$ cat config.mk
export PLATFORM = sky130hd
export DESIGN_NAME = exu_cdb_wb_arb_flat
export DESIGN_NICKNAME = d
export VERILOG_FILES = /design/src/rtl/exu_cdb_pkg.sv /design/src/rtl/exu_cdb_wb_arb_if.sv /design/src/rtl/exu_cdb_wb_fifo.sv /design/src/rtl/exu_cdb_wb_arb.sv /design/src/flat_wrapper.sv
export SDC_FILE = /design/constraint.sdc
export NUM_CORES = 1
export LEC_CHECK = 0
export BUFFER_PORTS_ARGS = -buffer_cell sky130_fd_sc_hd__buf_4
export CAP_MARGIN = 25
export CORE_AREA = 4 4 289 291
export DETAILED_ROUTE_END_ITERATION = 16
export DIE_AREA = 0 0 293 295
export MAX_ROUTING_LAYER = met4
export PLACE_DENSITY = 0.75
export REMOVE_ABC_BUFFERS = 1
export SETUP_SLACK_MARGIN = 0.5
export SYNTH_ARGS = -nofsm -noshare
export SYNTH_HDL_FRONTEND = slang
export SYNTH_SLANG_ARGS = --single-unit
$ cat constraint.sdc
create_clock -name clk -period 34 [get_ports clk]
set_input_delay 3.4 -clock clk [delete_from_list [all_inputs] [get_ports clk]]
set_output_delay 3.4 -clock clk [all_outputs]
set_load 0.05 [all_outputs]
$ cat src/rtl/exu_cdb_pkg.sv
// Shared types and constants for the writeback arbiter / CDB driver slice.
package exu_cdb_pkg;

  localparam int XLEN      = 64;
  localparam int PREG_W    = 6;
  localparam int IID_W     = 5;
  localparam int NUM_UNITS = 4;

  localparam int UNIT_ALU = 0;
  localparam int UNIT_MXU = 1;
  localparam int UNIT_DIV = 2;
  localparam int UNIT_LSU = 3;

  typedef logic [1:0] unit_idx_t;

  typedef struct packed {
    logic [PREG_W-1:0] preg;
    logic [IID_W-1:0]  iid;
    logic [XLEN-1:0]   result;
  } wb_entry_t;

  // Round-robin successor over the four unit slots.
  function automatic unit_idx_t rr_next(input unit_idx_t u);
    return u + 2'd1;
  endfunction

endpackage

$ cat src/rtl/exu_cdb_wb_arb_if.sv
// Unit writeback inputs plus CDB / RF write / RTU completion outputs of the arbiter.
// exu_<u>_wb_vld/rdy: an entry transfers in a cycle where both are high; vld without
// rdy is ignored and the unit keeps holding its data. All outputs are plain valid pulses.
interface exu_cdb_wb_arb_if;
  import exu_cdb_pkg::*;

  logic              exu_alu_wb_vld, exu_mxu_wb_vld, exu_div_wb_vld, exu_lsu_wb_vld;
  logic [PREG_W-1:0] exu_alu_wb_preg, exu_mxu_wb_preg, exu_div_wb_preg, exu_lsu_wb_preg;
  logic [IID_W-1:0]  exu_alu_wb_iid, exu_mxu_wb_iid, exu_div_wb_iid, exu_lsu_wb_iid;
  logic [XLEN-1:0]   exu_alu_wb_result, exu_mxu_wb_result, exu_div_wb_result, exu_lsu_wb_result;
  logic              exu_alu_wb_rdy, exu_mxu_wb_rdy, exu_div_wb_rdy, exu_lsu_wb_rdy;

  logic              exu_idu_rf_alu_cdb_vld, exu_idu_rf_mxu_cdb_vld;
  logic              exu_idu_rf_div_cdb_vld, exu_idu_rf_lsu_cdb_vld;
  logic [PREG_W-1:0] exu_idu_rf_alu_cdb_preg, exu_idu_rf_mxu_cdb_preg;
  logic [PREG_W-1:0] exu_idu_rf_div_cdb_preg, exu_idu_rf_lsu_cdb_preg;
  logic [XLEN-1:0]   exu_idu_rf_alu_cdb_result, exu_idu_rf_mxu_cdb_result;
  logic [XLEN-1:0]   exu_idu_rf_div_cdb_result, exu_idu_rf_lsu_cdb_result;

  logic              x_rf_wb0_vld, x_rf_wb1_vld;
  logic [PREG_W-1:0] x_rf_wb0_preg, x_rf_wb1_preg;
  logic [XLEN-1:0]   x_rf_wb0_data, x_rf_wb1_data;
  logic              exu_rtu_cmplt0_vld, exu_rtu_cmplt1_vld;
  logic [IID_W-1:0]  exu_rtu_cmplt0_iid, exu_rtu_cmplt1_iid;

  modport master (
    output exu_alu_wb_vld, exu_mxu_wb_vld, exu_div_wb_vld, exu_lsu_wb_vld,
    output exu_alu_wb_preg, exu_mxu_wb_preg, exu_div_wb_preg, exu_lsu_wb_preg,
    output exu_alu_wb_iid, exu_mxu_wb_iid, exu_div_wb_iid, exu_lsu_wb_iid,
    output exu_alu_wb_result, exu_mxu_wb_result, exu_div_wb_result, exu_lsu_wb_result,
    input  exu_alu_wb_rdy, exu_mxu_wb_rdy, exu_div_wb_rdy, exu_lsu_wb_rdy,
    input  exu_idu_rf_alu_cdb_vld, exu_idu_rf_mxu_cdb_vld,
    input  exu_idu_rf_div_cdb_vld, exu_idu_rf_lsu_cdb_vld,
    input  exu_idu_rf_alu_cdb_preg, exu_idu_rf_mxu_cdb_preg,
    input  exu_idu_rf_div_cdb_preg, exu_idu_rf_lsu_cdb_preg,
    input  exu_idu_rf_alu_cdb_result, exu_idu_rf_mxu_cdb_result,
    input  exu_idu_rf_div_cdb_result, exu_idu_rf_lsu_cdb_result,
    input  x_rf_wb0_vld, x_rf_wb1_vld, x_rf_wb0_preg, x_rf_wb1_preg,
    input  x_rf_wb0_data, x_rf_wb1_data,
    input  exu_rtu_cmplt0_vld, exu_rtu_cmplt1_vld, exu_rtu_cmplt0_iid, exu_rtu_cmplt1_iid
  );

  modport slave (
    input  exu_alu_wb_vld, exu_mxu_wb_vld, exu_div_wb_vld, exu_lsu_wb_vld,
    input  exu_alu_wb_preg, exu_mxu_wb_preg, exu_div_wb_preg, exu_lsu_wb_preg,
    input  exu_alu_wb_iid, exu_mxu_wb_iid, exu_div_wb_iid, exu_lsu_wb_iid,
    input  exu_alu_wb_result, exu_mxu_wb_result, exu_div_wb_result, exu_lsu_wb_result,
    output exu_alu_wb_rdy, exu_mxu_wb_rdy, exu_div_wb_rdy, exu_lsu_wb_rdy,
    output exu_idu_rf_alu_cdb_vld, exu_idu_rf_mxu_cdb_vld,
    output exu_idu_rf_div_cdb_vld, exu_idu_rf_lsu_cdb_vld,
    output exu_idu_rf_alu_cdb_preg, exu_idu_rf_mxu_cdb_preg,
    output exu_idu_rf_div_cdb_preg, exu_idu_rf_lsu_cdb_preg,
    output exu_idu_rf_alu_cdb_result, exu_idu_rf_mxu_cdb_result,
    output exu_idu_rf_div_cdb_result, exu_idu_rf_lsu_cdb_result,
    output x_rf_wb0_vld, x_rf_wb1_vld, x_rf_wb0_preg, x_rf_wb1_preg,
    output x_rf_wb0_data, x_rf_wb1_data,
    output exu_rtu_cmplt0_vld, exu_rtu_cmplt1_vld, exu_rtu_cmplt0_iid, exu_rtu_cmplt1_iid
  );

endinterface

$ cat src/rtl/exu_cdb_wb_fifo.sv
// Per-unit skid FIFO for completed results; ready derives from the registered count only.
module exu_cdb_wb_fifo
  import exu_cdb_pkg::*;
#(
  parameter int DEPTH = 2
) (
  input  logic      clk,
  input  logic      rst_clk,
  input  logic      flush,
  input  logic      wr_en,
  input  wb_entry_t wr_entry,
  input  logic      rd_en,
  output logic      rdy,
  output logic      empty,
  output wb_entry_t head
);

  localparam int AW = $clog2(DEPTH);
  localparam int CW = AW + 1;

  wb_entry_t       mem [DEPTH];
  logic [AW-1:0]   wr_ptr, rd_ptr;
  logic [CW-1:0]   count;

  // A pop in the same cycle does not free a slot for the incoming push.
  assign rdy   = (count != CW'(DEPTH)) && !flush;
  assign empty = (count == '0);
  assign head  = mem[rd_ptr];

  always_ff @(posedge clk or negedge rst_clk) begin
    if (!rst_clk) begin
      wr_ptr <= '0;
      rd_ptr <= '0;
      count  <= '0;
    end else if (flush) begin
      wr_ptr <= '0;
      rd_ptr <= '0;
      count  <= '0;
    end else begin
      if (wr_en) wr_ptr <= wr_ptr + 1'b1;
      if (rd_en) rd_ptr <= rd_ptr + 1'b1;
      count <= count + CW'(wr_en) - CW'(rd_en);
    end
  end

  always_ff @(posedge clk) begin
    if (wr_en) mem[wr_ptr] <= wr_entry;
  end

endmodule

$ cat src/rtl/exu_cdb_wb_arb.sv
// Writeback arbiter / CDB driver: four unit FIFOs, 2-grant round-robin, registered outputs.
// Optional same-cycle FIFO bypass is enabled with `define EXU_CDB_WB_BYPASS_EN.
module exu_cdb_wb_arb
  import exu_cdb_pkg::*;
#(
  parameter int BUF_DEPTH = 2
) (
  input  logic                 clk,
  input  logic                 rst_clk,
  input  logic                 rtu_global_flush,
  exu_cdb_wb_arb_if.slave      bus,
  output logic [1:0]           dbg_rr_ptr,
  output logic [NUM_UNITS-1:0] dbg_fifo_empty
);

  logic [NUM_UNITS-1:0] wb_vld, wb_rdy, fifo_empty, fifo_wr, fifo_rd, req, gnt;
  wb_entry_t            wb_in     [NUM_UNITS];
  wb_entry_t            fifo_head [NUM_UNITS];
  wb_entry_t            cand      [NUM_UNITS];
  unit_idx_t            rr_ptr, rr_ptr_nxt, g0, g1;
  logic                 g0_vld, g1_vld;

  logic [NUM_UNITS-1:0]             cdb_vld_q;
  logic [NUM_UNITS-1:0][PREG_W-1:0] cdb_preg_q;
  logic [NUM_UNITS-1:0][XLEN-1:0]   cdb_res_q;
  logic [1:0]                       wb_vld_q;
  wb_entry_t [1:0]                  wb_ent_q;

  assign wb_vld = {bus.exu_lsu_wb_vld, bus.exu_div_wb_vld, bus.exu_mxu_wb_vld, bus.exu_alu_wb_vld};
  assign wb_in[UNIT_ALU] = {bus.exu_alu_wb_preg, bus.exu_alu_wb_iid, bus.exu_alu_wb_result};
  assign wb_in[UNIT_MXU] = {bus.exu_mxu_wb_preg, bus.exu_mxu_wb_iid, bus.exu_mxu_wb_result};
  assign wb_in[UNIT_DIV] = {bus.exu_div_wb_preg, bus.exu_div_wb_iid, bus.exu_div_wb_result};
  assign wb_in[UNIT_LSU] = {bus.exu_lsu_wb_preg, bus.exu_lsu_wb_iid, bus.exu_lsu_wb_result};

  for (genvar u = 0; u < NUM_UNITS; u++) begin : g_fifo
    exu_cdb_wb_fifo #(.DEPTH(BUF_DEPTH)) u_fifo (
      .clk      (clk),
      .rst_clk  (rst_clk),
      .flush    (rtu_global_flush),
      .wr_en    (fifo_wr[u]),
      .wr_entry (wb_in[u]),
      .rd_en    (fifo_rd[u]),
      .rdy      (wb_rdy[u]),
      .empty    (fifo_empty[u]),
      .head     (fifo_head[u])
    );
  end

  always_comb begin
    unit_idx_t idx;
    idx        = '0;
    req        = '0;
    gnt        = '0;
    g0         = '0;
    g1         = '0;
    g0_vld     = 1'b0;
    g1_vld     = 1'b0;
    rr_ptr_nxt = rr_ptr;
    for (int u = 0; u < NUM_UNITS; u++) begin
`ifdef EXU_CDB_WB_BYPASS_EN
      // An empty unit may offer its incoming entry directly to arbitration.
      if (fifo_empty[u] && wb_vld[u] && wb_rdy[u]) begin
        req[u]  = 1'b1;
        cand[u] = wb_in[u];
      end else begin
        req[u]  = !fifo_empty[u];
        cand[u] = fifo_head[u];
      end
`else
      req[u]  = !fifo_empty[u];
      cand[u] = fifo_head[u];
`endif
    end
    // First two requesters scanning upward from the rr pointer; none during flush.
    for (int k = 0; k < NUM_UNITS; k++) begin
      idx = rr_ptr + unit_idx_t'(k);
      if (req[idx] && !rtu_global_flush) begin
        if (!g0_vld) begin
          g0_vld = 1'b1;
          g0     = idx;
        end else if (!g1_vld) begin
          g1_vld = 1'b1;
          g1     = idx;
        end
      end
    end
    if (g0_vld) gnt[g0] = 1'b1;
    if (g1_vld) gnt[g1] = 1'b1;
    if (rtu_global_flush) rr_ptr_nxt = '0;
    else if (g1_vld)      rr_ptr_nxt = rr_next(g1);
    else if (g0_vld)      rr_ptr_nxt = rr_next(g0);
    for (int u = 0; u < NUM_UNITS; u++) begin
      fifo_rd[u] = gnt[u] && !fifo_empty[u];
      fifo_wr[u] = wb_vld[u] && wb_rdy[u] && !(gnt[u] && fifo_empty[u]);
    end
  end

  always_ff @(posedge clk or negedge rst_clk) begin
    if (!rst_clk) begin
      rr_ptr     <= '0;
      cdb_vld_q  <= '0;
      cdb_preg_q <= '0;
      cdb_res_q  <= '0;
      wb_vld_q   <= '0;
      wb_ent_q   <= '0;
    end else begin
      rr_ptr    <= rr_ptr_nxt;
      cdb_vld_q <= gnt;
      for (int u = 0; u < NUM_UNITS; u++) begin
        cdb_preg_q[u] <= gnt[u] ? cand[u].preg   : '0;
        cdb_res_q[u]  <= gnt[u] ? cand[u].result : '0;
      end
      wb_vld_q    <= {g1_vld, g0_vld};
      wb_ent_q[0] <= g0_vld ? cand[g0] : '0;
      wb_ent_q[1] <= g1_vld ? cand[g1] : '0;
    end
  end

  assign dbg_rr_ptr     = rr_ptr;
  assign dbg_fifo_empty = fifo_empty;

  assign bus.exu_alu_wb_rdy = wb_rdy[UNIT_ALU];
  assign bus.exu_mxu_wb_rdy = wb_rdy[UNIT_MXU];
  assign bus.exu_div_wb_rdy = wb_rdy[UNIT_DIV];
  assign bus.exu_lsu_wb_rdy = wb_rdy[UNIT_LSU];

  assign bus.exu_idu_rf_alu_cdb_vld    = cdb_vld_q[UNIT_ALU];
  assign bus.exu_idu_rf_alu_cdb_preg   = cdb_preg_q[UNIT_ALU];
  assign bus.exu_idu_rf_alu_cdb_result = cdb_res_q[UNIT_ALU];
  assign bus.exu_idu_rf_mxu_cdb_vld    = cdb_vld_q[UNIT_MXU];
  assign bus.exu_idu_rf_mxu_cdb_preg   = cdb_preg_q[UNIT_MXU];
  assign bus.exu_idu_rf_mxu_cdb_result = cdb_res_q[UNIT_MXU];
  assign bus.exu_idu_rf_div_cdb_vld    = cdb_vld_q[UNIT_DIV];
  assign bus.exu_idu_rf_div_cdb_preg   = cdb_preg_q[UNIT_DIV];
  assign bus.exu_idu_rf_div_cdb_result = cdb_res_q[UNIT_DIV];
  assign bus.exu_idu_rf_lsu_cdb_vld    = cdb_vld_q[UNIT_LSU];
  assign bus.exu_idu_rf_lsu_cdb_preg   = cdb_preg_q[UNIT_LSU];
  assign bus.exu_idu_rf_lsu_cdb_result = cdb_res_q[UNIT_LSU];

  assign bus.x_rf_wb0_vld       = wb_vld_q[0];
  assign bus.x_rf_wb0_preg      = wb_ent_q[0].preg;
  assign bus.x_rf_wb0_data      = wb_ent_q[0].result;
  assign bus.x_rf_wb1_vld       = wb_vld_q[1];
  assign bus.x_rf_wb1_preg      = wb_ent_q[1].preg;
  assign bus.x_rf_wb1_data      = wb_ent_q[1].result;
  assign bus.exu_rtu_cmplt0_vld = wb_vld_q[0];
  assign bus.exu_rtu_cmplt0_iid = wb_ent_q[0].iid;
  assign bus.exu_rtu_cmplt1_vld = wb_vld_q[1];
  assign bus.exu_rtu_cmplt1_iid = wb_ent_q[1].iid;

endmodule
$ cat src/flat_wrapper.sv
// flat-port wrapper written by rule: the top's interface ports become plain ports
module exu_cdb_wb_arb_flat import exu_cdb_pkg::*;
#(
  parameter int BUF_DEPTH = 2
)
  (clk, rst_clk, rtu_global_flush, dbg_rr_ptr, dbg_fifo_empty, bus_exu_alu_wb_vld, bus_exu_mxu_wb_vld, bus_exu_div_wb_vld, bus_exu_lsu_wb_vld, bus_exu_alu_wb_preg, bus_exu_mxu_wb_preg, bus_exu_div_wb_preg, bus_exu_lsu_wb_preg, bus_exu_alu_wb_iid, bus_exu_mxu_wb_iid, bus_exu_div_wb_iid, bus_exu_lsu_wb_iid, bus_exu_alu_wb_result, bus_exu_mxu_wb_result, bus_exu_div_wb_result, bus_exu_lsu_wb_result, bus_exu_alu_wb_rdy, bus_exu_mxu_wb_rdy, bus_exu_div_wb_rdy, bus_exu_lsu_wb_rdy, bus_exu_idu_rf_alu_cdb_vld, bus_exu_idu_rf_mxu_cdb_vld, bus_exu_idu_rf_div_cdb_vld, bus_exu_idu_rf_lsu_cdb_vld, bus_exu_idu_rf_alu_cdb_preg, bus_exu_idu_rf_mxu_cdb_preg, bus_exu_idu_rf_div_cdb_preg, bus_exu_idu_rf_lsu_cdb_preg, bus_exu_idu_rf_alu_cdb_result, bus_exu_idu_rf_mxu_cdb_result, bus_exu_idu_rf_div_cdb_result, bus_exu_idu_rf_lsu_cdb_result, bus_x_rf_wb0_vld, bus_x_rf_wb1_vld, bus_x_rf_wb0_preg, bus_x_rf_wb1_preg, bus_x_rf_wb0_data, bus_x_rf_wb1_data, bus_exu_rtu_cmplt0_vld, bus_exu_rtu_cmplt1_vld, bus_exu_rtu_cmplt0_iid, bus_exu_rtu_cmplt1_iid);
  exu_cdb_wb_arb_if bus_i ();
  input  logic clk;
  input  logic rst_clk;
  input  logic rtu_global_flush;
  output logic [1:0] dbg_rr_ptr;
  output logic [NUM_UNITS-1:0] dbg_fifo_empty;
  input wire logic [$bits(bus_i.exu_alu_wb_vld)-1:0] bus_exu_alu_wb_vld;
  input wire logic [$bits(bus_i.exu_mxu_wb_vld)-1:0] bus_exu_mxu_wb_vld;
  input wire logic [$bits(bus_i.exu_div_wb_vld)-1:0] bus_exu_div_wb_vld;
  input wire logic [$bits(bus_i.exu_lsu_wb_vld)-1:0] bus_exu_lsu_wb_vld;
  input wire logic [$bits(bus_i.exu_alu_wb_preg)-1:0] bus_exu_alu_wb_preg;
  input wire logic [$bits(bus_i.exu_mxu_wb_preg)-1:0] bus_exu_mxu_wb_preg;
  input wire logic [$bits(bus_i.exu_div_wb_preg)-1:0] bus_exu_div_wb_preg;
  input wire logic [$bits(bus_i.exu_lsu_wb_preg)-1:0] bus_exu_lsu_wb_preg;
  input wire logic [$bits(bus_i.exu_alu_wb_iid)-1:0] bus_exu_alu_wb_iid;
  input wire logic [$bits(bus_i.exu_mxu_wb_iid)-1:0] bus_exu_mxu_wb_iid;
  input wire logic [$bits(bus_i.exu_div_wb_iid)-1:0] bus_exu_div_wb_iid;
  input wire logic [$bits(bus_i.exu_lsu_wb_iid)-1:0] bus_exu_lsu_wb_iid;
  input wire logic [$bits(bus_i.exu_alu_wb_result)-1:0] bus_exu_alu_wb_result;
  input wire logic [$bits(bus_i.exu_mxu_wb_result)-1:0] bus_exu_mxu_wb_result;
  input wire logic [$bits(bus_i.exu_div_wb_result)-1:0] bus_exu_div_wb_result;
  input wire logic [$bits(bus_i.exu_lsu_wb_result)-1:0] bus_exu_lsu_wb_result;
  output wire logic [$bits(bus_i.exu_alu_wb_rdy)-1:0] bus_exu_alu_wb_rdy;
  output wire logic [$bits(bus_i.exu_mxu_wb_rdy)-1:0] bus_exu_mxu_wb_rdy;
  output wire logic [$bits(bus_i.exu_div_wb_rdy)-1:0] bus_exu_div_wb_rdy;
  output wire logic [$bits(bus_i.exu_lsu_wb_rdy)-1:0] bus_exu_lsu_wb_rdy;
  output wire logic [$bits(bus_i.exu_idu_rf_alu_cdb_vld)-1:0] bus_exu_idu_rf_alu_cdb_vld;
  output wire logic [$bits(bus_i.exu_idu_rf_mxu_cdb_vld)-1:0] bus_exu_idu_rf_mxu_cdb_vld;
  output wire logic [$bits(bus_i.exu_idu_rf_div_cdb_vld)-1:0] bus_exu_idu_rf_div_cdb_vld;
  output wire logic [$bits(bus_i.exu_idu_rf_lsu_cdb_vld)-1:0] bus_exu_idu_rf_lsu_cdb_vld;
  output wire logic [$bits(bus_i.exu_idu_rf_alu_cdb_preg)-1:0] bus_exu_idu_rf_alu_cdb_preg;
  output wire logic [$bits(bus_i.exu_idu_rf_mxu_cdb_preg)-1:0] bus_exu_idu_rf_mxu_cdb_preg;
  output wire logic [$bits(bus_i.exu_idu_rf_div_cdb_preg)-1:0] bus_exu_idu_rf_div_cdb_preg;
  output wire logic [$bits(bus_i.exu_idu_rf_lsu_cdb_preg)-1:0] bus_exu_idu_rf_lsu_cdb_preg;
  output wire logic [$bits(bus_i.exu_idu_rf_alu_cdb_result)-1:0] bus_exu_idu_rf_alu_cdb_result;
  output wire logic [$bits(bus_i.exu_idu_rf_mxu_cdb_result)-1:0] bus_exu_idu_rf_mxu_cdb_result;
  output wire logic [$bits(bus_i.exu_idu_rf_div_cdb_result)-1:0] bus_exu_idu_rf_div_cdb_result;
  output wire logic [$bits(bus_i.exu_idu_rf_lsu_cdb_result)-1:0] bus_exu_idu_rf_lsu_cdb_result;
  output wire logic [$bits(bus_i.x_rf_wb0_vld)-1:0] bus_x_rf_wb0_vld;
  output wire logic [$bits(bus_i.x_rf_wb1_vld)-1:0] bus_x_rf_wb1_vld;
  output wire logic [$bits(bus_i.x_rf_wb0_preg)-1:0] bus_x_rf_wb0_preg;
  output wire logic [$bits(bus_i.x_rf_wb1_preg)-1:0] bus_x_rf_wb1_preg;
  output wire logic [$bits(bus_i.x_rf_wb0_data)-1:0] bus_x_rf_wb0_data;
  output wire logic [$bits(bus_i.x_rf_wb1_data)-1:0] bus_x_rf_wb1_data;
  output wire logic [$bits(bus_i.exu_rtu_cmplt0_vld)-1:0] bus_exu_rtu_cmplt0_vld;
  output wire logic [$bits(bus_i.exu_rtu_cmplt1_vld)-1:0] bus_exu_rtu_cmplt1_vld;
  output wire logic [$bits(bus_i.exu_rtu_cmplt0_iid)-1:0] bus_exu_rtu_cmplt0_iid;
  output wire logic [$bits(bus_i.exu_rtu_cmplt1_iid)-1:0] bus_exu_rtu_cmplt1_iid;
  assign bus_i.exu_alu_wb_vld = bus_exu_alu_wb_vld;
  assign bus_i.exu_mxu_wb_vld = bus_exu_mxu_wb_vld;
  assign bus_i.exu_div_wb_vld = bus_exu_div_wb_vld;
  assign bus_i.exu_lsu_wb_vld = bus_exu_lsu_wb_vld;
  assign bus_i.exu_alu_wb_preg = bus_exu_alu_wb_preg;
  assign bus_i.exu_mxu_wb_preg = bus_exu_mxu_wb_preg;
  assign bus_i.exu_div_wb_preg = bus_exu_div_wb_preg;
  assign bus_i.exu_lsu_wb_preg = bus_exu_lsu_wb_preg;
  assign bus_i.exu_alu_wb_iid = bus_exu_alu_wb_iid;
  assign bus_i.exu_mxu_wb_iid = bus_exu_mxu_wb_iid;
  assign bus_i.exu_div_wb_iid = bus_exu_div_wb_iid;
  assign bus_i.exu_lsu_wb_iid = bus_exu_lsu_wb_iid;
  assign bus_i.exu_alu_wb_result = bus_exu_alu_wb_result;
  assign bus_i.exu_mxu_wb_result = bus_exu_mxu_wb_result;
  assign bus_i.exu_div_wb_result = bus_exu_div_wb_result;
  assign bus_i.exu_lsu_wb_result = bus_exu_lsu_wb_result;
  assign bus_exu_alu_wb_rdy = bus_i.exu_alu_wb_rdy;
  assign bus_exu_mxu_wb_rdy = bus_i.exu_mxu_wb_rdy;
  assign bus_exu_div_wb_rdy = bus_i.exu_div_wb_rdy;
  assign bus_exu_lsu_wb_rdy = bus_i.exu_lsu_wb_rdy;
  assign bus_exu_idu_rf_alu_cdb_vld = bus_i.exu_idu_rf_alu_cdb_vld;
  assign bus_exu_idu_rf_mxu_cdb_vld = bus_i.exu_idu_rf_mxu_cdb_vld;
  assign bus_exu_idu_rf_div_cdb_vld = bus_i.exu_idu_rf_div_cdb_vld;
  assign bus_exu_idu_rf_lsu_cdb_vld = bus_i.exu_idu_rf_lsu_cdb_vld;
  assign bus_exu_idu_rf_alu_cdb_preg = bus_i.exu_idu_rf_alu_cdb_preg;
  assign bus_exu_idu_rf_mxu_cdb_preg = bus_i.exu_idu_rf_mxu_cdb_preg;
  assign bus_exu_idu_rf_div_cdb_preg = bus_i.exu_idu_rf_div_cdb_preg;
  assign bus_exu_idu_rf_lsu_cdb_preg = bus_i.exu_idu_rf_lsu_cdb_preg;
  assign bus_exu_idu_rf_alu_cdb_result = bus_i.exu_idu_rf_alu_cdb_result;
  assign bus_exu_idu_rf_mxu_cdb_result = bus_i.exu_idu_rf_mxu_cdb_result;
  assign bus_exu_idu_rf_div_cdb_result = bus_i.exu_idu_rf_div_cdb_result;
  assign bus_exu_idu_rf_lsu_cdb_result = bus_i.exu_idu_rf_lsu_cdb_result;
  assign bus_x_rf_wb0_vld = bus_i.x_rf_wb0_vld;
  assign bus_x_rf_wb1_vld = bus_i.x_rf_wb1_vld;
  assign bus_x_rf_wb0_preg = bus_i.x_rf_wb0_preg;
  assign bus_x_rf_wb1_preg = bus_i.x_rf_wb1_preg;
  assign bus_x_rf_wb0_data = bus_i.x_rf_wb0_data;
  assign bus_x_rf_wb1_data = bus_i.x_rf_wb1_data;
  assign bus_exu_rtu_cmplt0_vld = bus_i.exu_rtu_cmplt0_vld;
  assign bus_exu_rtu_cmplt1_vld = bus_i.exu_rtu_cmplt1_vld;
  assign bus_exu_rtu_cmplt0_iid = bus_i.exu_rtu_cmplt0_iid;
  assign bus_exu_rtu_cmplt1_iid = bus_i.exu_rtu_cmplt1_iid;
  exu_cdb_wb_arb #(.BUF_DEPTH(BUF_DEPTH)) u_core (.clk(clk), .rst_clk(rst_clk), .rtu_global_flush(rtu_global_flush), .bus(bus_i), .dbg_rr_ptr(dbg_rr_ptr), .dbg_fifo_empty(dbg_fifo_empty));
endmodule
Yosys cells after proc, flatten, opt, wreduce, memory -nomap -nowiden
Memory sizes are Yosys's and may differ from the RTL's.
Cells that the tools add are included.
{"block": "totals", "ff_bits": 454, "latch_bits": 0, "mem_bits_rw": 600, "mem_bits_ro": 0, "input_bits": 307, "out_inout_bits": 448, "wordCells": 205, "n_memories": 4}
{"block": "op_classes", "add_sub_neg": 21, "n_mul": 0, "n_div": 0, "n_lt_le_gt_ge": 10, "eq_ne": 4, "n_shift": 0, "n_mux": 86, "bitwise_logic": 3, "n_reduce_logical": 48}
{"memory": "u_core.g_fifo[0].u_fifo.mem", "depth": 2, "width": 75, "rd": 1, "rd_ports_with_merged_regs": 0, "wr": 1, "line": "exu_cdb_wb_fifo.sv:21", "text": "wb_entry_t mem [DEPTH];"}
{"memory": "u_core.g_fifo[1].u_fifo.mem", "depth": 2, "width": 75, "rd": 1, "rd_ports_with_merged_regs": 0, "wr": 1, "line": "exu_cdb_wb_fifo.sv:21"}
{"memory": "u_core.g_fifo[2].u_fifo.mem", "depth": 2, "width": 75, "rd": 1, "rd_ports_with_merged_regs": 0, "wr": 1, "line": "exu_cdb_wb_fifo.sv:21"}
{"memory": "u_core.g_fifo[3].u_fifo.mem", "depth": 2, "width": 75, "rd": 1, "rd_ports_with_merged_regs": 0, "wr": 1, "line": "exu_cdb_wb_fifo.sv:21"}
{"operator": "$mux W75", "count": 6}
{"operator": "$bmux W75 S2", "count": 2}
{"operator": "$mux W64", "count": 4}
{"operator": "$mux W2", "count": 22}
{"operator": "$mux W1", "count": 40}
{"operator": "$logic_and A1 B1 Y1", "count": 26}
{"operator": "$mux W6", "count": 4}
{"operator": "$lt A2 B3 Y1 const B", "count": 6}
{"operator": "$reduce_bool A2 Y1", "count": 8}
{"operator": "$logic_not A1 Y1", "count": 9}
{"operator": "$add A1 B1 Y1 const B", "count": 8}
{"operator": "$add A2 B1 Y2", "count": 4}
{"operator": "$bmux W1 S2", "count": 4}
{"operator": "$logic_not A2 Y1", "count": 4}
{"operator": "$mux W4", "count": 2}
{"operator": "$ne A2 B2 Y1 const B", "count": 4}
{"operator": "$sub A2 B1 Y2", "count": 4}
{"operator": "$add A2 B1 Y2 const B", "count": 3}
{"operator": "$ge A3 B3 Y1 const B", "count": 2}
{"operator": "$not A2 Y3", "count": 2}
{"operator": "$add A2 B2 Y2 const B", "count": 2}
{"operator": "$demux W1 S2", "count": 2}
{"operator": "$ge A2 B1 Y1 const B", "count": 2}
{"operator": "$or A4 B4 Y4", "count": 1}
{"operator": "$reduce_bool A3 Y1", "count": 1}

Logic depth before layout (Yosys ltp)
Gate-level depths: netlist of the first run.
{"block": "depth", "depth_word": 26, "ltp_mapped": 19, "depth_no_buf": 16}

By module
A second synthesis of the first run with hierarchy kept.
{"block": "unflattened", "cells_unflattened": 2283, "area_unflattened_um2": 41056.9}
{"module": "exu_cdb_wb_fifo", "n_inst": 4, "cells_each": 252, "area_per_inst_um2": 5778.0, "seq_area_each_um2": 4604.4}
{"module": "exu_cdb_wb_arb", "n_inst": 1, "cells_each": 1275, "area_per_inst_um2": 17944.7, "seq_area_each_um2": 10960.5}

Least setup slack after synthesis of the first run
No wires, ideal clock.
{"block": "synth_timing", "path_kind": "input-to-reg", "from": "input rtu_global_flush", "to": "memory u_core.g_fifo[2].u_fifo.mem[0][0] in the netlist's numbering (enable)", "setup_time_ns": 0.719, "arrival_time_ns": 13.068, "t_required_ns": 33.281, "slack_ns": 20.213, "stages": 9, "path_buffers": 1, "cell_sequence": "buf_1 nor2_4 ha_1 or4b_2 a22oi_1 a211o_1 nor2_1 o31a_1 nor4b_1"}
{"block": "synth_via", "elab_chain_len": 22, "elab_cells_between_ends": 50, "classes_between": "order compare: 4; mux: 33; bitwise: 1; reduce/logical: 12"}
{"element": "from (decl)", "line": "flat_wrapper.sv:10", "text": "input logic rtu_global_flush;"}
{"element": "$logic_not A1 Y1 *", "line": "exu_cdb_wb_fifo.sv:26, exu_cdb_wb_arb.sv:77"}
{"element": "$logic_and A1 B1 Y1", "line": "exu_cdb_wb_arb.sv:77", "text": "if (req[idx] && !rtu_global_flush) begin"}
{"element": "$mux W1", "line": "exu_cdb_wb_arb.sv:77"}
{"element": "$mux W2 or $mux W1 (tied branches)", "line": "exu_cdb_wb_arb.sv:78", "text": "if (!g0_vld) begin"}
{"element": "$mux W2 or $mux W1 (tied branches)", "line": "exu_cdb_wb_arb.sv:77"}
{"element": "$mux W2", "line": "exu_cdb_wb_arb.sv:81", "text": "end else if (!g1_vld) begin"}
{"element": "$mux W2", "line": "exu_cdb_wb_arb.sv:78"}
{"element": "$mux W2", "line": "exu_cdb_wb_arb.sv:77"}
{"element": "[6 not listed]"}
{"element": "$demux W1 S2"}
{"element": "$or A4 B4 Y4 (no source line)"}
{"element": "$mux W4", "line": "exu_cdb_wb_arb.sv:88", "text": "if (g1_vld) gnt[g1] = 1'b1;"}
{"element": "$logic_and A1 B1 Y1", "line": "exu_cdb_wb_arb.sv:94", "text": "fifo_wr[u] = wb_vld[u] && wb_rdy[u] && !(gnt[u] && fifo_empty[u]);"}
{"element": "$logic_not A1 Y1", "line": "exu_cdb_wb_arb.sv:94"}
{"element": "$logic_and A1 B1 Y1 *", "line": "exu_cdb_wb_arb.sv:94"}
{"element": "$mux W1 *", "line": "exu_cdb_wb_fifo.sv:47", "text": "if (wr_en) mem[wr_ptr] <= wr_entry;"}
{"element": "$mux W1 (not written as such) *", "line": "exu_cdb_wb_fifo.sv:47"}
{"element": "to (decl)", "line": "exu_cdb_wb_fifo.sv:21"}
Mark *: on every way between the ends. The rest lies on a longest branch, timed or not.

Worst setup path in the final report of the first run
{"block": "layout_timing", "from": "input rtu_global_flush", "to": "memory u_core.g_fifo[2].u_fifo.mem[0][28] in the netlist's numbering (enable)"}
The elaborated chain is that of the path after synthesis.

==> results.md, run 1 <==
- Input/output buffers: 754
- Gr busiest metal: met2
- Async S/R FF share, synth: 43.1%
- Final Skew: 0.0280 ns
- Tcrit/Tclk final: 26.6%
- Post-DR vias/cell: 5.95
- Core Box Area: approximately 0.08 mm2
- Initial antenna violation count: 37
- Synth top area share: approximately 44%
- Cell area after synthesis: between 0.04 and 0.05 mm2
- Final setup fails: 0
- GRT overflow: 0
- Post-synth EDFFs: 600
- Worst setup path endpoint: u_core.g_fifo[2].u_fifo.mem[0][28]$_DFFE_PP_
- Worst Hold Class: flip-flop to flip-flop
- Minimum period implied by the final worst setup slack: between 9 and 10 ns
- CTS H-tree depth: 3
- Worst Path Required: approximately 34 ns
- Die width: between 200 and 300 um
- Wire per inst: between 20 and 30 um
- Worst Setup SP: rtu_global_flush
- Clock latency on the worst-skew pair: 0.66 ns
- Critical Path AT: 9.30 ns
- Syn_area_per_cell: between 10 and 15 um2
- Placement Cell Area: 0.0475 mm2
- Number of synthesized register bits: 1054
- Die ar.: 0.0864 mm2
- Most frequent cells in the layout: 799 x buf_4, 600 x edfxtp_1, 450 x dfrtp_1
- RSZ-0062 raised after global routing: false
- Die extent in y: 295 um
- Slew headroom: a little under a quarter
- Final ANT Viol Nets: 0
- CTS Root Cell: clkbuf_16
- Synth area leaders: edfxtp_1 44%, dfrtp_1 28%, mux2i_1 7.3%, nand3_1 5.4%, nand2_1 2.9%
- Leak: 21.1 nW
- Post-CTS Setup Bufs: 0
- Fin util: 63.5%
- Yosys top cell by area: edfxtp_1
- Worst Tran Pin Value: 1.15 ns
- Final layout net count: 4134
- CTS tree: yes
- Placer Congestion: 0.848
- Internal reg-to-reg setup slack: 26.47 ns
- CTS clock-pin slew for the worst setup and hold paths: 0.06 ns
- Setup tns final: 0 ns
- Clk sinks: 1054
- Met2 Usage GRT: 49.9%
- DRT iter0 DRCs: 3282
- Global-route wire length before repair: 195000 um
- Outcome: complete, no violations
- Crit. End Element: flip-flop
- Final Cell Area: a little over 0.05 mm2
- FF-to-FF End: u_core.g_fifo[2].u_fifo.mem[0][28]$_DFFE_PP_
- Critical setup path kind: input pin to flip-flop
- Placed wire-length estimate: slightly below 90000 um
- FF-to-FF path depth: 14
- Yosys Warn Count: 0
- Met3 GRT Util: 6.42%
- Register area share after synthesis: between 70 and 80%
- Row cnt: 104
- Max-cap violations: 0
- Max Root-Sink Buffers: 3
- Most common cell after layout, fill and taps aside: buf_4
- Area grow syn2layout: 25.5%
- Final Hold Viols: 0
- Cts bufs inserted: ~100
- GRT Util Overall: 31.5%
- Vias after detailed routing: around 30000
- I/O pins: 755
- Residual DRC: 0
- Routed wire length: 136000 um
- Starting Density: around half
- Gates resized, CTS repair: 0
- Fraction of layout cells with a size suffix above 1: 26.4%
- Number of global-route vias before repair: approximately 30000
- Critical path launch point type: input pin
- Mapped Cells: 3135
- Fmax achieved: 111 MHz
- Crit path max fanout: 80
- Met1 GRT Util: roughly 38%
- Largest net degree at the start of global routing: 157
- R2r startpoint: u_core.g_fifo[2].u_fifo.count[1]$_DFF_PN0_
- Final Max Slew Viols: 0
- # hold bufs at CTS: 0
- Ys flop type: edfxtp_1
- Power density cells: 115 mW/mm2
- Drt first pass iters: 11
- Worst VDD drop: 136 uV
- Post-synth cell types: 68
power breakdown:
| group | internal, mW | switching (mW) | leakage (nW) |
|---|---|---|---|
| Sequential | 1.69 | 0.137 | 11.6 |
| Combinational | 0.735 | 2.15 | 7.79 |
| Clock | 0.671 | 0.492 | 1.73 |
| Total | 3.10 | 2.78 | 21.1 |
worst min-delay path by stage:
| stage | startpoint | endpoint | slack (ns) | cells after the start |
|---|---|---|---|---|
| 2_1_floorplan | u_core.g_fifo[0].u_fifo.mem[0][69]$_DFFE_PP_ | u_core.bus.exu_idu_rf_alu_cdb_preg[0]$_DFF_PN0_ | 0.50 | 2 |
| 3_3_place_gp | u_core.g_fifo[0].u_fifo.mem[0][50]$_DFFE_PP_ | u_core.bus.exu_idu_rf_alu_cdb_result[50]$_DFF_PN0_ | 0.51 | 2 |
| 3_5_place_dp | u_core.g_fifo[2].u_fifo.mem[0][14]$_DFFE_PP_ | u_core.bus.exu_idu_rf_div_cdb_result[14]$_DFF_PN0_ | 0.52 | 2 |
| 4_1_cts | u_core.g_fifo[2].u_fifo.mem[0][14]$_DFFE_PP_ | u_core.bus.exu_idu_rf_div_cdb_result[14]$_DFF_PN0_ | 0.52 | 2 |
| 5_1_grt | u_core.g_fifo[2].u_fifo.mem[0][14]$_DFFE_PP_ | u_core.bus.exu_idu_rf_div_cdb_result[14]$_DFF_PN0_ | 0.55 | 2 |
| 6_report | u_core.g_fifo[2].u_fifo.mem[0][14]$_DFFE_PP_ | u_core.bus.exu_idu_rf_div_cdb_result[14]$_DFF_PN0_ | 0.52 | 2 |
final cells by class:
class | instances | area (um2)
Timing Repair Buffer | 808 | 6190
Tap cell | 1060 | 1330
Fill cell | 6030 | 29400
Sequential cell | 1054 | 29400
Clock inverter | 42 | 420
Inverter | 28 | 105
Antenna cell | 38 | 95.1
Multi-Input combinational cell | 1821 | 10600
Clock buffer | 154 | 3090
registers in the layout (all words and copies together) (netlist names), 8 cells and up:
register and count:
u_core.bus.exu_idu_rf_alu_cdb_result 64, u_core.bus.x_rf_wb1_data 64, u_core.bus.x_rf_wb0_data 64, u_core.bus.exu_idu_rf_lsu_cdb_result 64, u_core.g_fifo.u_fifo.count 8, u_core.bus.exu_idu_rf_mxu_cdb_result 64
u_core.bus.exu_idu_rf_div_cdb_result 64, u_core.g_fifo.u_fifo.mem 600
cells by family (layout without fill, tap and decap cells):
kind of cell,Yosys count,after routing,share of synthesized area (%)
AND/OR/NAND/NOR,1118,1118,12.2
flip-flops,1054,1054,72.0
AO/OA/AOI/OAI,377,377,5.07
multiplexers,306,306,7.56
buffers and inverters,260,1032,2.60
adder cells (fa/ha/maj),11,11,0.331
XOR/XNOR,9,9,0.193
other,0,38,0
critical path, cell delays in order:
cell and delay, ns:
buf_4 0.41, nor2_4 0.14, ha_1 0.31, or4b_2 0.58, a22oi_1 0.34, a211o_4 0.77, buf_4 0.89, nor2_1 0.27
o31a_1 0.39, nor4b_2 0.29, buf_4 0.50, buf_4 0.70
Yosys cell counts (all sizes together) (10+ instances only):
master / count
o211ai: 13
ha: 10
nand3: 440
nor3: 10
mux2i: 298
a21oi: 166
edfxtp: 600
o21ai: 164
dfrtp: 454
buf: 76
nor2: 306
inv: 28
clkbuf: 156
nand2: 311
through the flow:
step	hold WS [ns]	total power [mW]	setup WS, ns	cells
floorplan	0.495	3.69	12.83	2903
global placement	0.512	4.61	24.51	4765
detailed placement	0.524	4.67	24.45	4767
CTS	0.522	5.84	25.12	4963
global route	0.551	6.11	24.79	5004
finish	0.525	5.88	24.97	5005
routing by layer:
| layer | wire, um | up-vias | part of all wire (%) |
|---|---|---|---|
| met1 | 49100 | 14600 | 36 |
| met2 | 66200 | 2150 | 49 |
| met3 | 13300 | 488 | 9.7 |
| met5 | 0 | - | 0 |
| met4 | 7570 | 0 | 5.6 |
| li1 | - | 12600 | - |
Note: power is estimated with default switching activity, not from simulation.
==> run 2, diff against run 1 <==
ABC_AREA = 1   (was not set)
CORE_AREA = not set   (was 4 4 289 291)
CORE_ASPECT_RATIO = 1.25   (was not set)
CORE_MARGIN = 4   (was not set)
CORE_UTILIZATION = 50   (was not set)
DIE_AREA = not set   (was 0 0 293 295)
PLACE_DENSITY = 0.78   (was 0.75)
clock period = 7.7 ns   (was 34 ns; I/O delays follow)
==> results.md, run 2 <==
- Max-cap violations: 0
- I/O pins: approximately 760
- Die extent in y: ~330 um
- DRT iter0 DRCs: 3882
- Input/output buffers: 754
- Final setup fails: 0
- Final Max Slew Viols: 0
- # hold bufs at CTS: 0
- Synth area leaders: edfxtp_1 44%, dfrtp_1 28%, nand2_1 5.8%, inv_1 5.7%, o21ai_0 4.5%
- Residual DRC: 0
- Register area share after synthesis: 71.3%
- Synth top area share: 43.7%
- Fraction of layout cells with a size suffix above 1: 23.2%
- Drt first pass iters: 7
- Multi-input combinational cell area: approximately 0.0085 mm2
- Async S/R FF share, synth: a little over two fifths
- Routed wire length: around 140000 um
- Final ANT Viol Nets: 0
- Global-route wire length before repair: between 150000 and 200000 um
- Wire per inst: 25.3 um
- Area grow syn2layout: 23.8%
- Critical setup path kind: flip-flop to flip-flop
- Row cnt: ~120
- Core Box Area: 0.0815 mm2
- Outcome: complete, no violations
- Max FFs per register: 600
- Final layout net count: 4664
- Yosys top cell by area: edfxtp_1
- Worst Tran Pin Value: 1.19 ns
- GRT overflow: 0
- CTS clock-pin slew for the worst setup and hold paths: 0.07 ns
- Starting Density: 50.5%
- Largest net degree at the start of global routing: ~170
- FF+latch area: between 0.02 and 0.03 mm2
- Setup tns final: 0 ns
- Tcrit/Tclk final: approximately 65%
- CTS Root Cell: clkbuf_16
- Number of global-route vias before repair: around 30000
- Die ar.: just under 0.09 mm2
- Top reg by flops: u_core.g_fifo.u_fifo.mem
- Dominant cell by count in the synthesized netlist: nand2_1
- Slew headroom: a little over a fifth
- Cts bufs inserted: 99
- Worst Path Required: 7.99 ns
- Crit. End Element: flip-flop
- Placer Congestion: 0.906
- Final Hold Viols: 0
- Minimum period implied by the final worst setup slack: about 5.0 ns
- Yosys Warn Count: 0
- Vias after detailed routing: between 30000 and 40000
- Post-Layout Cell Count: 5541
- FF-to-FF path depth: 20
- Post-CTS Setup Bufs: 0
- CTS H-tree depth: 3
- Post-DR vias/cell: 5.56
- Layout fillers: approximately 6200
- Syn_area_per_cell: 11.3 um2
- Placed Cells: 5317
- Placed wire-length estimate: around 92000 um
- Post-synth EDFFs: 600
- Final Skew: 0.0398 ns
- Gates resized, CTS repair: 0
- Most frequent cells in the layout: 785 x buf_4, 634 x nand2_1, 619 x inv_1
- Die width: 265 um
- Ys flop type: edfxtp_1
- Initial antenna violation count: 37
- Synth top cells by count: 636 x nand2_1, 622 x inv_1, 600 x edfxtp_1, 454 x dfrtp_1, 372 x o21ai_0
- CTS tree: yes
- Mapped Cells: 3647
- Clock latency on the worst-skew pair: between 0.6 and 0.7 ns
- Clk sinks: 1054
- Crit path max fanout: 36
- Critical Path AT: 5.29 ns
- RSZ-0062 raised after global routing: false
- Max Root-Sink Buffers: 3
- Cell area after synthesis: between 0.04 and 0.05 mm2
- Number of synthesized register bits: 1054
- Critical path launch point type: flip-flop
- GRT Util Overall: 32.1%
- Post-synth cell types: 40
- Worst Hold Class: input pin to async pin
- Most common cell after layout, fill and taps aside: buf_4
- Fmax achieved: 200 MHz
[run 2: changes by cell type after synthesis, sizes merged, moves of 73 or more]
cell   delta
o21ai   +241
nand3   -401
nor2     +73
a21oi    -97
mux2i   -286
nand2   +341
inv     +608
[run 2: worst paths after layout]
path                                                                  from                                                 end  slack, ns
worst max-delay path                      u_core.dbg_rr_ptr[0]$_DFFE_PN0P_        u_core.g_fifo[1].u_fifo.mem[1][51]$_DFFE_PP_       2.70
min in group clk                                 bus_exu_lsu_wb_result[49]        u_core.g_fifo[3].u_fifo.mem[0][49]$_DFFE_PP_       0.26
worst min-delay path                                               rst_clk  u_core.bus.exu_idu_rf_lsu_cdb_result[23]$_DFF_PN0_       0.09
worst max register to register            u_core.dbg_rr_ptr[0]$_DFFE_PN0P_        u_core.g_fifo[1].u_fifo.mem[1][51]$_DFFE_PP_       2.70
max in group asynchronous                                          rst_clk          u_core.g_fifo[1].u_fifo.rd_ptr$_DFFE_PN0P_       6.01
worst min register to register  u_core.g_fifo[0].u_fifo.wr_ptr$_DFFE_PN0P_          u_core.g_fifo[0].u_fifo.wr_ptr$_DFFE_PN0P_       0.51
[run 2: cell type report]
class	instances	area share [%]
clock buffer	139	5.64
antenna	37	0.181
clock inverter	48	0.983
tap	1071	2.63
inverter	639	4.73
timing repair buffer	788	11.7
multi-input combinational	1765	16.6
sequential	1054	57.6
[run 2: worst max-delay path: stages (launching register included)]
cell     delay (ns)
dfrtp_1        0.75
inv_1          0.31
nand2_1        0.13
nand2_1        0.07
nand2_1        0.11
nand2_1        0.08
nor2_2         0.18
ha_1           0.26
nand2_1        0.06
nand2_1        0.05
nand2_1        0.08
nand3_2        0.09
nand2_4        0.15
nor2_8         0.19
nand2_1        0.14
nand2_2        0.13
nand2_1        0.08
nand2_1        0.09
nor2_4         0.34
buf_4          0.55
buf_4          0.66
[run 2: logic make-up (layout without fill, tap and decap cells)]
logic type / count (synthesis) / in the layout / share of synthesized area [%]
DFF: 1054 / 1054 / 71.3
buffers and inverters: 828 / 1614 / 8.36
xor gates and xnor gates: 10 / 10 / 0.249
AOI/OAI and AO/OA: 642 / 642 / 8.94
and+or+nand+nor: 1091 / 1091 / 10.5
other: 0 / 37 / 0
muxes: 12 / 12 / 0.292
adders and majority gates: 10 / 10 / 0.304
[run 2: layer usage]
layer / global-route usage [%] / vias to the layer above / share of wire, %
met5: - / - / 0
met4: 18.6 / 0 / 6.5
met3: 6.36 / 545 / 9.9
met2: 52.2 / 2282 / 49
li1: - / 13200 / -
met1: 37.5 / 14700 / 34
[run 2: per-stage QoR]
| stage | area, um2 | hold slack [ns] | setup WS, ns | util (%) |
|---|---|---|---|---|
| after global placement | 47500 | 0.493 | 2.75 | 58.3 |
| final | 51000 | 0.0943 | 2.70 | 62.6 |
| after CTS | 50900 | 0.127 | 2.69 | 62.5 |
| after global routing | 51000 | 0.142 | 2.36 | 62.6 |
| after floorplan | 40200 | 0.471 | 0.422 | - |
| after detailed placement | 47500 | 0.492 | 2.72 | 58.3 |
Power of run 2 is left out: the tool's default activity adds up to more than one toggle a clock period on the data nets, which glitch-free logic cannot reach.
